$ cat src/rtl/fft_frame_ctrl.sv
// fft_frame_ctrl
//   Frames a streaming complex sample input into 8-point blocks for an
//   external dit_fft_8 datapath. It waits a fixed datapath latency, captures
//   the result, and streams the 8 result bins out with a valid/ready
//   handshake. Frames never overlap: FILL -> WAIT -> DRAIN -> FILL.
//
// Ports
//   clk, reset                 clock; asynchronous active-low reset
//   in_valid/in_ready          input sample handshake (ready only in FILL)
//   in_re, in_im, in_mode      sample data; mode (0 FFT, 1 IFFT) taken from
//                              the first sample of each frame
//   fft_x, fft_mode            8 packed input samples and mode to datapath
//   fft_y                      packed datapath result (same packing as fft_x)
//   out_valid/out_ready        result sample handshake
//   out_re, out_im, out_idx    result sample and its bin index
//   out_last                   high with bin 7
//   frame_done                 pulse on the final output handshake
//   frame_cnt                  completed frames, modulo 256
//
// Packing: sample i re at [2W*i+W-1:2W*i], im at [2W*i+2W-1:2W*i+W].
module fft_frame_ctrl #(
    parameter int W       = 16,
    parameter int FFT_LAT = 3
) (
    input  logic                clk,
    input  logic                reset,
    input  logic                in_valid,
    output logic                in_ready,
    input  logic signed [W-1:0] in_re,
    input  logic signed [W-1:0] in_im,
    input  logic                in_mode,
    output logic [16*W-1:0]     fft_x,
    output logic                fft_mode,
    input  logic [16*W-1:0]     fft_y,
    output logic                out_valid,
    input  logic                out_ready,
    output logic signed [W-1:0] out_re,
    output logic signed [W-1:0] out_im,
    output logic [2:0]          out_idx,
    output logic                out_last,
    output logic                frame_done,
    output logic [7:0]          frame_cnt
);

    localparam int LW = (FFT_LAT > 1) ? $clog2(FFT_LAT) : 1;

    typedef enum logic [1:0] {FILL, WAIT, DRAIN} state_e;

    state_e         state_q,     state_d;
    logic [2*W-1:0] in_buf_q  [8];
    logic [2*W-1:0] in_buf_d  [8];
    logic [2*W-1:0] out_buf_q [8];
    logic [2*W-1:0] out_buf_d [8];
    logic [2:0]     wr_idx_q,    wr_idx_d;
    logic [2:0]     rd_idx_q,    rd_idx_d;
    logic [LW-1:0]  lat_cnt_q,   lat_cnt_d;
    logic           fft_mode_q,  fft_mode_d;
    logic [7:0]     frame_cnt_q, frame_cnt_d;
    logic           in_ready_q,  in_ready_d;
    logic           out_valid_q, out_valid_d;

    logic in_acc;
    logic out_hs;

    assign in_acc = in_ready_q && in_valid;
    assign out_hs = out_valid_q && out_ready;

    always_comb begin
        // NOTE: every _d starts as its _q so no path leaves a variable
        // unassigned; without this default the tool would infer latches.
        state_d     = state_q;
        in_buf_d    = in_buf_q;
        out_buf_d   = out_buf_q;
        wr_idx_d    = wr_idx_q;
        rd_idx_d    = rd_idx_q;
        lat_cnt_d   = lat_cnt_q;
        fft_mode_d  = fft_mode_q;
        frame_cnt_d = frame_cnt_q;

        unique case (state_q)
            FILL: begin
                if (in_acc) begin
                    in_buf_d[wr_idx_q] = {in_im, in_re};
                    if (wr_idx_q == 3'd0) begin
                        fft_mode_d = in_mode;
                    end
                    // 3-bit index wraps 7 -> 0 on its own.
                    wr_idx_d = wr_idx_q + 3'd1;
                    if (wr_idx_q == 3'd7) begin
                        state_d   = WAIT;
                        lat_cnt_d = '0;
                    end
                end
            end
            WAIT: begin
                lat_cnt_d = lat_cnt_q + LW'(1);
                if (lat_cnt_q == LW'(FFT_LAT - 1)) begin
                    for (int i = 0; i < 8; i++) begin
                        out_buf_d[i] = fft_y[2*W*i +: 2*W];
                    end
                    state_d = DRAIN;
                end
            end
            DRAIN: begin
                if (out_hs) begin
                    rd_idx_d = rd_idx_q + 3'd1;
                    if (rd_idx_q == 3'd7) begin
                        frame_cnt_d = frame_cnt_q + 8'd1;
                        state_d     = FILL;
                    end
                end
            end
            default: state_d = FILL;
        endcase

        // Ready follows the state one edge later, so a frame that just
        // drained cannot be overlapped by an accept on the same edge.
        in_ready_d = (state_d == FILL);
        // Valid rises one cycle after entering DRAIN, giving the first
        // result FFT_LAT+1 cycles after the eighth input handshake.
        out_valid_d = (state_q == DRAIN) && (state_d == DRAIN);
    end

    always_ff @(posedge clk or negedge reset) begin
        if (!reset) begin
            state_q     <= FILL;
            // NOTE: the sample buffers are reset too, because fft_x and the
            // result outputs must read as zero while reset is held.
            in_buf_q    <= '{default: '0};
            out_buf_q   <= '{default: '0};
            wr_idx_q    <= '0;
            rd_idx_q    <= '0;
            lat_cnt_q   <= '0;
            fft_mode_q  <= 1'b0;
            frame_cnt_q <= '0;
            in_ready_q  <= 1'b0;
            out_valid_q <= 1'b0;
        end else begin
            // NOTE: non-blocking assignments keep every flop reading the
            // pre-edge value of the others, whatever the statement order.
            state_q     <= state_d;
            in_buf_q    <= in_buf_d;
            out_buf_q   <= out_buf_d;
            wr_idx_q    <= wr_idx_d;
            rd_idx_q    <= rd_idx_d;
            lat_cnt_q   <= lat_cnt_d;
            fft_mode_q  <= fft_mode_d;
            frame_cnt_q <= frame_cnt_d;
            in_ready_q  <= in_ready_d;
            out_valid_q <= out_valid_d;
        end
    end

    always_comb begin
        for (int i = 0; i < 8; i++) begin
            fft_x[2*W*i +: 2*W] = in_buf_q[i];
        end
    end

    assign in_ready   = in_ready_q;
    assign fft_mode   = fft_mode_q;
    assign out_valid  = out_valid_q;
    assign out_re     = out_buf_q[rd_idx_q][W-1:0];
    assign out_im     = out_buf_q[rd_idx_q][2*W-1:W];
    assign out_idx    = rd_idx_q;
    assign out_last   = out_valid_q && (rd_idx_q == 3'd7);
    assign frame_done = out_hs && (rd_idx_q == 3'd7);
    assign frame_cnt  = frame_cnt_q;

endmodule

$ cat config.mk
export PLATFORM = sky130hd
export DESIGN_NAME = fft_frame_ctrl
export DESIGN_NICKNAME = d
export VERILOG_FILES = /design/src/rtl/fft_frame_ctrl.sv
export SDC_FILE = /design/constraint.sdc
export NUM_CORES = 1
export LEC_CHECK = 0
export ABC_AREA = 1
export CORE_MARGIN = 5
export CORE_UTILIZATION = 47
export DETAILED_ROUTE_END_ITERATION = 10
export GPL_TIMING_DRIVEN = 0
export PLACE_DENSITY = 0.77
export SLEW_MARGIN = 30
export SYNTH_ARGS = -nofsm -noshare
export SYNTH_HDL_FRONTEND = slang
export SYNTH_SLANG_ARGS = --single-unit
$ cat constraint.sdc
create_clock -name clk -period 1.7 [get_ports clk]
set_input_delay 0.17 -clock clk [delete_from_list [all_inputs] [get_ports clk]]
set_output_delay 0.17 -clock clk [all_outputs]
set_load 0.02 [all_outputs]
==> flow_summary.toml <==
[synth]
async_flop_share_pct = 100.0
ys.warnings.count = 0
netlist_area_mm2 = 0.02294
syn_avg_cell_area_um2 = 8.769
syn_inst = 2616
synth_top_area_cell = "dfrtp_1"
synth_ff_type = "dfrtp_1"
synth_common_cells = "1,095 x nand2_1, 533 x dfrtp_1, 335 x o21ai_0"
yosysMostFrequentCell = "nand2_1"
synth_edf_count = 0
netlist_top_cells_area = "dfrtp_1 58%, nand2_1 18%, o21ai_0 7.3%"
ys_ff_latch = 533
synth.distinct_cells = 30
syn_nets = 2916
synth.yosys.seq_area_share_pct = 58.14
synth_top_area_share_pct = 58.14

[timing]
worst_slew_pin_slew_ns = 0.6109
fmax_ghz = 0.3974
max_slew_margin_pct = 59.27
slew_viol_final = 0
setup_viol = 94
layout_setup_ws_ns = -0.8161
timing_hold_violations_final = 0
layout_min_cycle_time_ns = 2.516
fin_skew_ns = 0.02022
period_share_pct = 148.0
rsz0062_at_grt = "true"

[finish]
area_growth_pct = 46.92
final_cells = 3991
layout.nets = 3623
drive_above_1_share_pct = 17.57
nFillCells = 3764

[setup_path]
crit_chain = "buf_8 > buf_8 > buf_6 > o211ai_1 > nand2_1 > nand2_2 > nand2_2 > buf_6"
worstSetupEndpointType = "primary output"
critPathKind = "reg2out"
crit_arrival_ns = 2.35
required_ns = 1.53
max_stage_delay_ns = 0.45
slowest_stage = "dfrtp_2"
worstPathMaxFanout = 10
cp-start-kind = "flop"

[placed_design]
place_ws_ns = -1.059
dp_hpwl_mm = 72.43
io_buffers = 596
gp_congestion = 1.017
dp_cells = 3840

[clocking]
clk_pin_slew_ns = 0.06
numCtsBuffers = 54
cts_tree = "built"
clkLatencyLatePin_ns = 0.61
h-tree-depth = 2
cts.path.max_buffers = 3
cts_sinks = 533
root_buffer = "clkbuf_16"

[power_and_ir_drop]
power_switching_mw = 28.79
ir_worst_vdd_mv = 1.318
power_frac_seq_pct = 32.9
p_leak_nw = 16.39
combPwrFrac_pct = 48.1
swShare_pct = 43.23
internal_power_mw = 37.81
power_mw = 66.60
p_per_area_mw_per_mm2 = 1976
p_clk_share_pct = 19.0

[worst_hold_path]
hp-class = "in2reg"

[die]
row_count = 81
die_h_um = 230.9
core_mm2 = 0.04865
ios = 597
start_util_pct = 47.16
fp.dieW_um = 230.9
die-area_mm2 = 0.05333

[status]
status = "finished with violations"
violations = "setup timing"

[global_route]
grt_pass1_wl_mm = 143.6
grt_max_degree = 90
grt.total_usage_pct = 35.47
grt_overflow_total = 0
grt_antenna_before_repair = 5
grt_pass1_vias = 22860

[detailed_routing]
wl_per_cell_um = 25.03
vias_per_cell = 5.656
drtPass1Iterations = 6
drc_errors = 0
num_vias = 22570
drt_iter0_markers = 2537
wirelength_mm = 99.88
ant_nets = 0

[run]
cap_violations = 0
==> per-layer routing <==
layer  vias up  GRT usage (%)  routed length, µm
met1     11130          44.94              36960
met3       296          9.888              10690
met5         -              0                  7
met4         2          17.51               6100
li1       9775              -                  -
met2      1371          56.42              46120
==> registers in the layout, indices dropped and copies added, names as in the netlist <==
name       count
fft_x        256
out_buf_q    256
frame_cnt      8
out_idx        3
wr_idx_q       3
lat_cnt_q      2
state_q        2
fft_mode       1
in_ready       1
out_valid      1
==> power by group through the flow <==
stage                     logic (mW)  clock network, mW  registers [mW]
after floorplan                 12.0                  0            24.9
after global placement          29.8                  0            21.8
after detailed placement        30.5                  0            21.9
after CTS                       30.3               12.7            21.7
after global routing            34.1               13.3            22.4
final                           32.1               12.7            21.9
==> worst paths after layout <==
path	endpoint	slack, ns	startpoint	cells past startpoint
max in group asynchronous	fft_x[181]	0.25	reset	4
min in group asynchronous	out_buf_q[113]	0.13	reset	2
setup reg to reg	frame_cnt[6]	-0.13	out_idx[0]	11
setup / recovery	out_re[7]	-0.82	out_idx[0]	8
hold reg to reg	fft_x[63]	0.48	fft_x[63]	2
hold / removal	out_buf_q[250]	0.10	fft_y[26]	3
==> final cells by class <==
class                           count  area [µm²]  area share [%]
Timing Repair Buffer              653        6694           19.86
Tap cell                          622       778.2           2.309
Clock inverter                     19       259.0          0.7685
Buffer                            167        1563           4.637
Antenna cell                        5       12.51         0.03712
Sequential cell                   533       13340           39.59
Inverter                          186       703.2           2.086
Clock buffer                       78        1613           4.785
Multi-Input combinational cell   1728        8738           25.93
==> critical path: cells and delay by family, from the launching register on <==
kind,cells,cell delay [ns]
AO/OA/AOI/OAI,1,0.28
buffers and inverters,4,0.59
AND/OR/NAND/NOR,3,0.40
flip-flops,1,0.45
==> metrics by stage <==
| step | setup TNS, ns | cell area, µm² | hold WS [ns] | utilization, % |
|---|---|---|---|---|
| after floorplan | 0 | 22940 | -0.1256 | - |
| after global placement | - | 29680 | 0.4636 | 61.02 |
| after detailed placement | -136.89 | 29850 | 0.1758 | 61.37 |
| after CTS | -23.57 | 32510 | 0.07688 | 66.82 |
| after global routing | -31.12 | 33700 | 0.1075 | 69.27 |
| final | -26.68 | 33700 | 0.1047 | 69.28 |
==> layout by cell type (no fill, tap or decap), types with 11 or more instances in the layout <==
cell type | synthesis | routed
buf_12 | 1 | 16
clkbuf_2 | 1 | 23
nand2_4 | 3 | 54
dlygate4sd2_1 | 0 | 268
dfrtp_1 | 533 | 529
clkdlybuf4s50_1 | 0 | 291
buf_2 | 63 | 32
clkbuf_4 | 0 | 11
o21ai_2 | 34 | 90
nand2_2 | 3 | 83
clkbuf_8 | 0 | 16
buf_4 | 18 | 31
buf_8 | 0 | 24
clkbuf_16 | 0 | 69
buf_6 | 31 | 84
o211ai_1 | 128 | 128
nor2_1 | 13 | 13
o21ai_0 | 335 | 249
inv_1 | 181 | 177
clkbuf_1 | 48 | 18
buf_16 | 0 | 13
nand2_1 | 1095 | 964
o21ai_1 | 87 | 117
==> logic make-up (layout without fill, tap and decap cells) <==
group / after synthesis / count (layout) / synth area share [%]
simple gates: 1129 / 1129 / 18.95
compound gates: 586 / 586 / 14.75
flops: 533 / 533 / 58.14
buf+inv: 355 / 1103 / 7.538
fa+ha+maj: 7 / 7 / 0.3818
xor+xnor: 6 / 6 / 0.2291
other cells: 0 / 5 / 0
==> repair_timing <==
action	in CTS	in global routing
gates cloned	8	14
gates resized for setup	702	371
pin swaps	83	42
setup endpoints to repair	629	368
buffers inserted	25	5
hold buffers	1	0
endpoints found under the hold margin	66	0
No activity file was read; power rests on OpenSTA's default activity.
